`config.mk`:
```
export PLATFORM = sky130hd
export DESIGN_NAME = rvbridge_decode
export DESIGN_NICKNAME = d
export VERILOG_FILES = /design/src/rtl/rvbridge_decode.sv
export SDC_FILE = /design/constraint.sdc
export NUM_CORES = 1
export LEC_CHECK = 0
export ABC_AREA = 1
export CAP_MARGIN = 25
export CORE_MARGIN = 1.5
export CORE_UTILIZATION = 53
export CTS_CLUSTER_SIZE = 28
export DETAILED_ROUTE_END_ITERATION = 7
export PLACE_DENSITY = 0.81
export SYNTH_ARGS = -nofsm -noshare
export SYNTH_HDL_FRONTEND = slang
export SYNTH_SLANG_ARGS = --single-unit
```
`constraint.sdc`:
```
create_clock -name clk -period 3.76 [get_ports clk]
set_clock_uncertainty 0.1 [all_clocks]
set_input_delay 0.564 -clock clk [delete_from_list [all_inputs] [get_ports clk]]
set_output_delay 0.564 -clock clk [all_outputs]
set_load 0.01 [all_outputs]
```
`src/rtl/rvbridge_decode.sv`:
```
// rvbridge_decode: Avalon-ST Video (VIP) to raw pixel stream bridge; latches control-packet geometry.
// Define RVBRIDGE_DECODE_SIZE_CHECK_EN to add the data-packet pixel count check on size_err.
module rvbridge_decode #(
   parameter int DATA_BITS   = 8,
   parameter int DATA_PLANES = 3,
   parameter int DATA_WIDTH  = DATA_BITS * DATA_PLANES
) (
   input  logic                  clk,
   input  logic                  rst_n,
   input  logic [DATA_WIDTH-1:0] din_data,
   input  logic                  din_valid,
   input  logic                  din_startofpacket,
   input  logic                  din_endofpacket,
   output logic                  din_ready,
   output logic [DATA_WIDTH-1:0] dout_data,
   output logic                  dout_valid,
   output logic                  dout_startofpacket,
   output logic                  dout_endofpacket,
   input  logic                  dout_ready,
   output logic [15:0]           video_width,
   output logic [15:0]           video_height,
   output logic [3:0]            video_interlaced,
   output logic                  ctrl_update,
   output logic                  size_err
);
   localparam int REQ_BEATS = (9 + DATA_PLANES - 1) / DATA_PLANES;
   typedef enum logic [1:0] {IDLE, CTRL, DATA, SKIP} state_t;
   state_t state, state_nx;
   logic xfer, sop, eop, ctrl_beat, ctrl_done, first_pix;
   logic [3:0] beat_cnt;
   logic [3:0] nib [9];
   logic [3:0] nib_nx [9];
   assign xfer      = din_valid && din_ready;
   assign sop       = xfer && din_startofpacket;
   assign eop       = xfer && din_endofpacket && !din_startofpacket;
   assign ctrl_beat = state == CTRL && xfer && !din_startofpacket;
   assign ctrl_done = ctrl_beat && din_endofpacket && int'(beat_cnt) + 1 >= REQ_BEATS;
   always_ff @(posedge clk or negedge rst_n)
      if (!rst_n)
         state <= IDLE;
      else
         state <= state_nx;
   always_comb begin
      state_nx = state;
      if (sop)
         state_nx = din_endofpacket ? IDLE : din_data[3:0] == 4'hF ? CTRL : din_data[3:0] == 4'h0 ? DATA : SKIP;
      else if (eop)
         state_nx = IDLE;
   end
   always_comb begin
      din_ready          = state == DATA ? dout_ready : 1'b1;
      dout_data          = din_data;
      dout_valid         = state == DATA && din_valid;
      dout_startofpacket = first_pix && dout_valid;
      dout_endofpacket   = din_endofpacket && dout_valid;
   end
   // Control beat k lands nibble plane i at slot DATA_PLANES*k+i; slots past the interlace nibble are dropped.
   always_comb begin
      nib_nx = nib;
      for (int j = 0; j < 9; j++)
         for (int i = 0; i < DATA_PLANES; i++)
            if (ctrl_beat && DATA_PLANES * int'(beat_cnt) + i == j)
               nib_nx[j] = din_data[DATA_BITS*i +: 4];
   end
   always_ff @(posedge clk or negedge rst_n)
      if (!rst_n) begin
         beat_cnt         <= '0;
         first_pix        <= 1'b0;
         nib              <= '{default: '0};
         ctrl_update      <= 1'b0;
         video_width      <= '0;
         video_height     <= '0;
         video_interlaced <= '0;
      end else begin
         beat_cnt    <= sop ? 4'd0 : ctrl_beat && beat_cnt != 4'hF ? beat_cnt + 4'd1 : beat_cnt;
         first_pix   <= sop ? state_nx == DATA : state == DATA && xfer ? 1'b0 : first_pix;
         nib         <= nib_nx;
         ctrl_update <= ctrl_done;
         if (ctrl_done) begin
            video_width      <= {nib_nx[0], nib_nx[1], nib_nx[2], nib_nx[3]};
            video_height     <= {nib_nx[4], nib_nx[5], nib_nx[6], nib_nx[7]};
            video_interlaced <= nib_nx[8];
         end
      end
`ifdef RVBRIDGE_DECODE_SIZE_CHECK_EN
   logic [31:0] pix_cnt, frame_area;
   assign frame_area = 32'(video_width) * 32'(video_height);
   always_ff @(posedge clk or negedge rst_n)
      if (!rst_n) begin
         pix_cnt  <= '0;
         size_err <= 1'b0;
      end else begin
         pix_cnt  <= sop ? 32'd0 : state == DATA && xfer ? pix_cnt + 32'd1 : pix_cnt;
         size_err <= state == DATA && eop && pix_cnt + 32'd1 != frame_area;
      end
`else
   assign size_err = 1'b0;
`endif
endmodule
```
# [Word-level counts from Yosys, hierarchy flattened]
# Cells that the tools add are included.
[totals] register_bits=80 out_inout_bits=66
[classes] n_addsub=4 multipliers=1 magnitude_cmp=1 eq_ne=29 muxes=37 reduce_logical=47
[op_table] cell="== test 32 x 4 -> 1 bit (second input constant)" count=12
[op_table] cell="== test 32 x 3 -> 1 bit (second input constant)" count=6
[op_table] cell="2-to-1 mux 4 bit" count=29
[op_table] cell="== test 32 x 2 -> 1 bit (second input constant)" count=3
[op_table] cell="logical NOT 32 bit" count=3
[op_table] cell="== test 32 x 5 -> 1 bit (second input constant)" count=2
[op_table] cell="logical AND 1 bit" count=40
[op_table] cell="adder 32 x 2 -> 32 bit (second input constant)" count=1
[op_table] cell="2-to-1 mux 2 bit" count=4
[op_table] cell="adder 6 x 2 -> 7 bit (second input constant)" count=1
[op_table] cell="== test 7 x 4 -> 1 bit (second input constant)" count=1
[op_table] cell="multiplier 2 x 4 -> 6 bit (first input constant)" count=1
[op_table] cell="adder 4 x 1 -> 5 bit (second input constant)" count=1
[op_table] cell=">= comparator 5 x 2 -> 1 bit (second input constant)" count=1
[op_table] cell="adder 4 x 1 -> 4 bit (second input constant)" count=1
[op_table] cell="== test 2 bit (second input constant)" count=2
[op_table] cell="== test 4 bit (second input constant)" count=1
[op_table] cell="logical NOT 4 bit" count=1
[op_table] cell="2-to-1 mux 1 bit" count=4
[op_table] cell="inequality test 4 bit (second input constant)" count=1
[op_table] cell="nonzero test 2 bit" count=2
[op_table] cell="== test 2 x 1 -> 1 bit (second input constant)" count=1
[op_table] cell="logical NOT 1 bit" count=1

# [Logic depth before layout (Yosys ltp)]
[logic_depth] ltp_word=9 ltp_mapped=17 depth_no_buf=16

# [Worst setup path before layout]
# Ideal clock, no wire load.
[synth_path] path_kind="flip-flop to flip-flop" from="reg beat_cnt[0]" to="reg nib[4] in the netlist's numbering" t_arrival_ns=2.589 setup_slack_ns=0.952 path_stages_with_launch=16 n_path_buf=1 period_less_slack_ns=2.808 path_cell_list="dfrtp_1 > ha_1 > fa_1 > ha_1 > nand2_1 > inv_1 > nand2_1 > nor2_1 > nand2_1 > nand2_1 > nor2_4 > buf_4 > nand3_1 > nand2_1 > nand3_1 > and2_1"
[synth_lines] element="start: declaration" line_no="30" text="logic [3:0] beat_cnt;"
[synth_lines] element="start signal: assignment" line_no="75" text="beat_cnt <= sop ? 4'd0 : ctrl_beat && beat_cnt != 4'hF ? beat_cnt + 4'd1 : beat_cnt;"
[synth_lines] element="end signal: assignment" line_no="77" text="nib <= nib_nx;"
[synth_lines] element="end: declaration" line_no="31" text="logic [3:0] nib [9];"

# [Final worst setup path]
[layout_path] from="reg beat_cnt[0]" to="reg video_height[2]"
[layout_between] elab_chain_cells=6 elab_cells_between_ends=15
[layout_lines] element="multiplier 2 x 4 -> 6 bit" line_no="62" text="if (ctrl_beat && DATA_PLANES * int'(beat_cnt) + i == j)"
[layout_lines] element="adder 32 x 2 -> 32 bit or == test 32 x 4 -> 1 bit (tied branches)" line_no="62"
[layout_lines] element="== test 32 x 4 -> 1 bit or logical AND 1 bit (tied branches)" line_no="62"
[layout_lines] element="logical AND 1 bit or 2-to-1 mux 4 bit (tied branches)" line_no="62"
[layout_lines] element="2-to-1 mux 4 bit (2 in series)" line_no="62"
[layout_lines] element="end signal: assignment" line_no="81" text="video_height <= {nib_nx[4], nib_nx[5], nib_nx[6], nib_nx[7]};"
[layout_lines] element="end: declaration" line_no="21" text="output logic [15:0] video_height,"
# Parallel ways exist; a longest one is shown, timed or not.
# A chain may end at the register's enable or synchronous reset.

==> results.cfg <==
[place]
gp_congestion = 0.963
io_buffers = 70
hpwl_mm = 10.0

[drt]
vias = 5126
drtPass1Iterations = 7
post-route-drc-count = 0
vias_per_cell = 5.61
wl_per_cell_um = 15.9
ant_nets = 0
wirelength_mm = 14.5
drt_iter0_markers = 376

[sta]
period_share_pct = 87.9
finalSetupViolations = 0
final.setup.tns_ns = 0
max_freq_mhz = 303
rsz0062_at_grt = no
slew_viol_final = 0
worstMarginPinSlew_ns = 0.706
hold_viol_final = 0
max-slew-margin-rel_pct = 52.8
fin_crit_ns = 3.30

[clock_tree]
ctsResizeCount = 0
ctsHoldBuffers = 0
root_buffer = clkbuf_8
htree_levels = 3
cts_buffers = 9
cts_tree = built
worstSkewPairLatency_ns = 0.36
cts_sinks = 80
cts_buffer_depth = 2
post_cts_buffers = 0
cts.clk_slew.worst_paths_ns = 0.09

[synth]
syn-instance-count = 735
synth_cell_types = 37
synth_area_um2 = 5240
synthArstFlopShare_pct = 100
synthFlopType = dfrtp_1
synth_top_area_share_pct = 38.2
syn_nets = 777
synth_top_cell_by_area = dfrtp_1
synth_edf_count = 0
synth_area_per_cell_um2 = 7.13
ys_top_cells_by_area = dfrtp_1 38%, nand2_1 18%, nand3_1 11%, nand4_1 5.6%, inv_1 4.7%
ys_seq_area_share_pct = 38.2
ys_ff_latch = 80
yosysWarningCount = 0

[power_and_ir_drop]
switching_share_pct = 35.2
cellPowerDensity_nw_per_um2 = 437
power_frac_comb_pct = 33.3
p_leak_nw = 3.13
p_int_mw = 1.73
p_sw_mw = 0.939
power.share.sequential_pct = 42.4
vdd_drop_max_v = 0.000234
clkPwrFrac_pct = 24.3

[critical_path]
ff2ff_path_depth = 12
startpoint_type = flip-flop
arrival_ns = 3.45
timing.rr.start = beat_cnt[0]
worst_ep_required_time_ns = 3.90
critPathKind = reg -> reg
rrSetupSlack_ns = 0.46
worstSetupEndpointType = flip-flop
crit_path_max_fanout = 9
reg2reg_to = video_height[2]

[floorplan]
die-width_um = 102
die-area_um2 = 10500
die_y_um = 102
initial_core_util_pct = 54.1
coreArea_um2 = 9680
ioPinCount = 96
fp-row-count = 36

[job]
maxCapViolCount = 0

[layout]
final_cell_mix = 257 x nand2_1, 111 x nand3_1, 80 x dfrtp_1
mostFrequentLayoutCell = nand2_1
fillers = 865
drive_gt1_share_pct = 7.56
fin_nets = 817
antenna_cells = 0
areaGrowthSynthToFinish_pct = 16.4
fin_util_pct = 63.0

[run_status]
status = finished clean

[global_route]
met1_usage_pct = 38.1
first_global_vias = 4653
antenna_found_initial = 0
grt_util_met3_pct = 3.97
grt_overflow_total = 0
grt_max_degree = 81
grt_pass1_wl_mm = 23.0
grt_busiest_layer = met2
track_usage_pct = 28.5
met2_usage_pct = 46.7

[hold_path]
min_path_type = in -> async
==> worst max path at each step <==
stage                startpoint         endpoint  slack (ns)  depth (start not counted)
floorplan           beat_cnt[0]           nib[4]        0.95                         15
global placement    beat_cnt[0]  video_height[2]        0.62                         12
finish              beat_cnt[0]  video_height[2]        0.46                         12
detailed placement  beat_cnt[0]   video_width[8]        0.53                         17
global route        beat_cnt[0]  video_width[14]        0.21                         15
CTS                 beat_cnt[0]   video_width[8]        0.48                         17
==> sequential cells by signal (all words and copies together), names as in the netlist <==
name	flops
state	2
video_height	16
ctrl_update	1
video_interlaced	4
video_width	16
nib	36
first_pix	1
beat_cnt	4
==> power groups by stage <==
stage	Sequential, mW	Combinational [mW]	Clock, mW
floorplan	1.15	0.580	0
global placement	1.14	0.849	0
global route	1.15	1.00	0.688
detailed placement	1.15	0.877	0
CTS	1.13	0.878	0.657
finish	1.13	0.887	0.650
==> worst max-delay path, stage by stage (launching register included) <==
cell,delay (ns)
dfrtp_1,0.48
ha_1,0.31
fa_1,0.48
a21oi_4,0.33
nand3_1,0.38
nor2_2,0.44
nand2_1,0.19
nand2_1,0.09
nand2_1,0.05
nand2_1,0.06
nand3_1,0.10
nand3_1,0.09
nand2_1,0.06
==> per-layer routing <==
layer / vias up / share of wire (%)
met5: - / 0
met4: 0 / 2.8
met3: 41 / 8.0
met2: 262 / 47
met1: 2376 / 43
li1: 2447 / -
==> final cells by class <==
cell class              count  area (µm²)  share of cell area, %
repair buffers             78         791                   13.0
flip-flops and latches     80        2000                   32.8
multi-input cells         530        2660                   43.6
clock inverters             6        68.8                   1.13
clock buffers              10         128                   2.09
inverters                  76         285                   4.67
well taps                 133         166                   2.73
==> metrics by stage <==
step	total power [mW]	hold slack, ns	worst slack (ns)	instance area, µm²	std cells
after floorplan	1.73	0.168	0.952	5240	735
after global placement	1.99	0.363	0.618	5880	896
after detailed placement	2.02	0.364	0.533	5880	896
after CTS	2.67	0.316	0.484	6080	912
after global routing	2.84	0.0860	0.205	6100	913
final	2.67	0.0459	0.456	6100	913
==> synth_stat cells, types with 4 or more instances <==
master / instances
nor2_1: 28
a31oi_1: 4
o22ai_1: 4
nor2_4: 5
buf_2: 9
inv_1: 66
and2_1: 12
buf_4: 26
nand2_2: 7
nand3_1: 111
dfrtp_1: 80
nand4_1: 47
clkinv_1: 4
nand4_2: 4
inv_2: 6
nand2_1: 257
o21ai_0: 10
nor2_2: 4
nand3b_1: 4
ha_1: 11
clkbuf_1: 11
==> cells by family after synthesis <==
family	share of synthesized area, %
flip-flops	38.2
adder cells (fa/ha/maj)	3.01
AO/OA/AOI/OAI	2.94
other	0.0715
AND/OR/NAND/NOR	44.3
XOR/XNOR	0.501
buffers and inverters	11.0
Power figures use the tool's default switching activity.
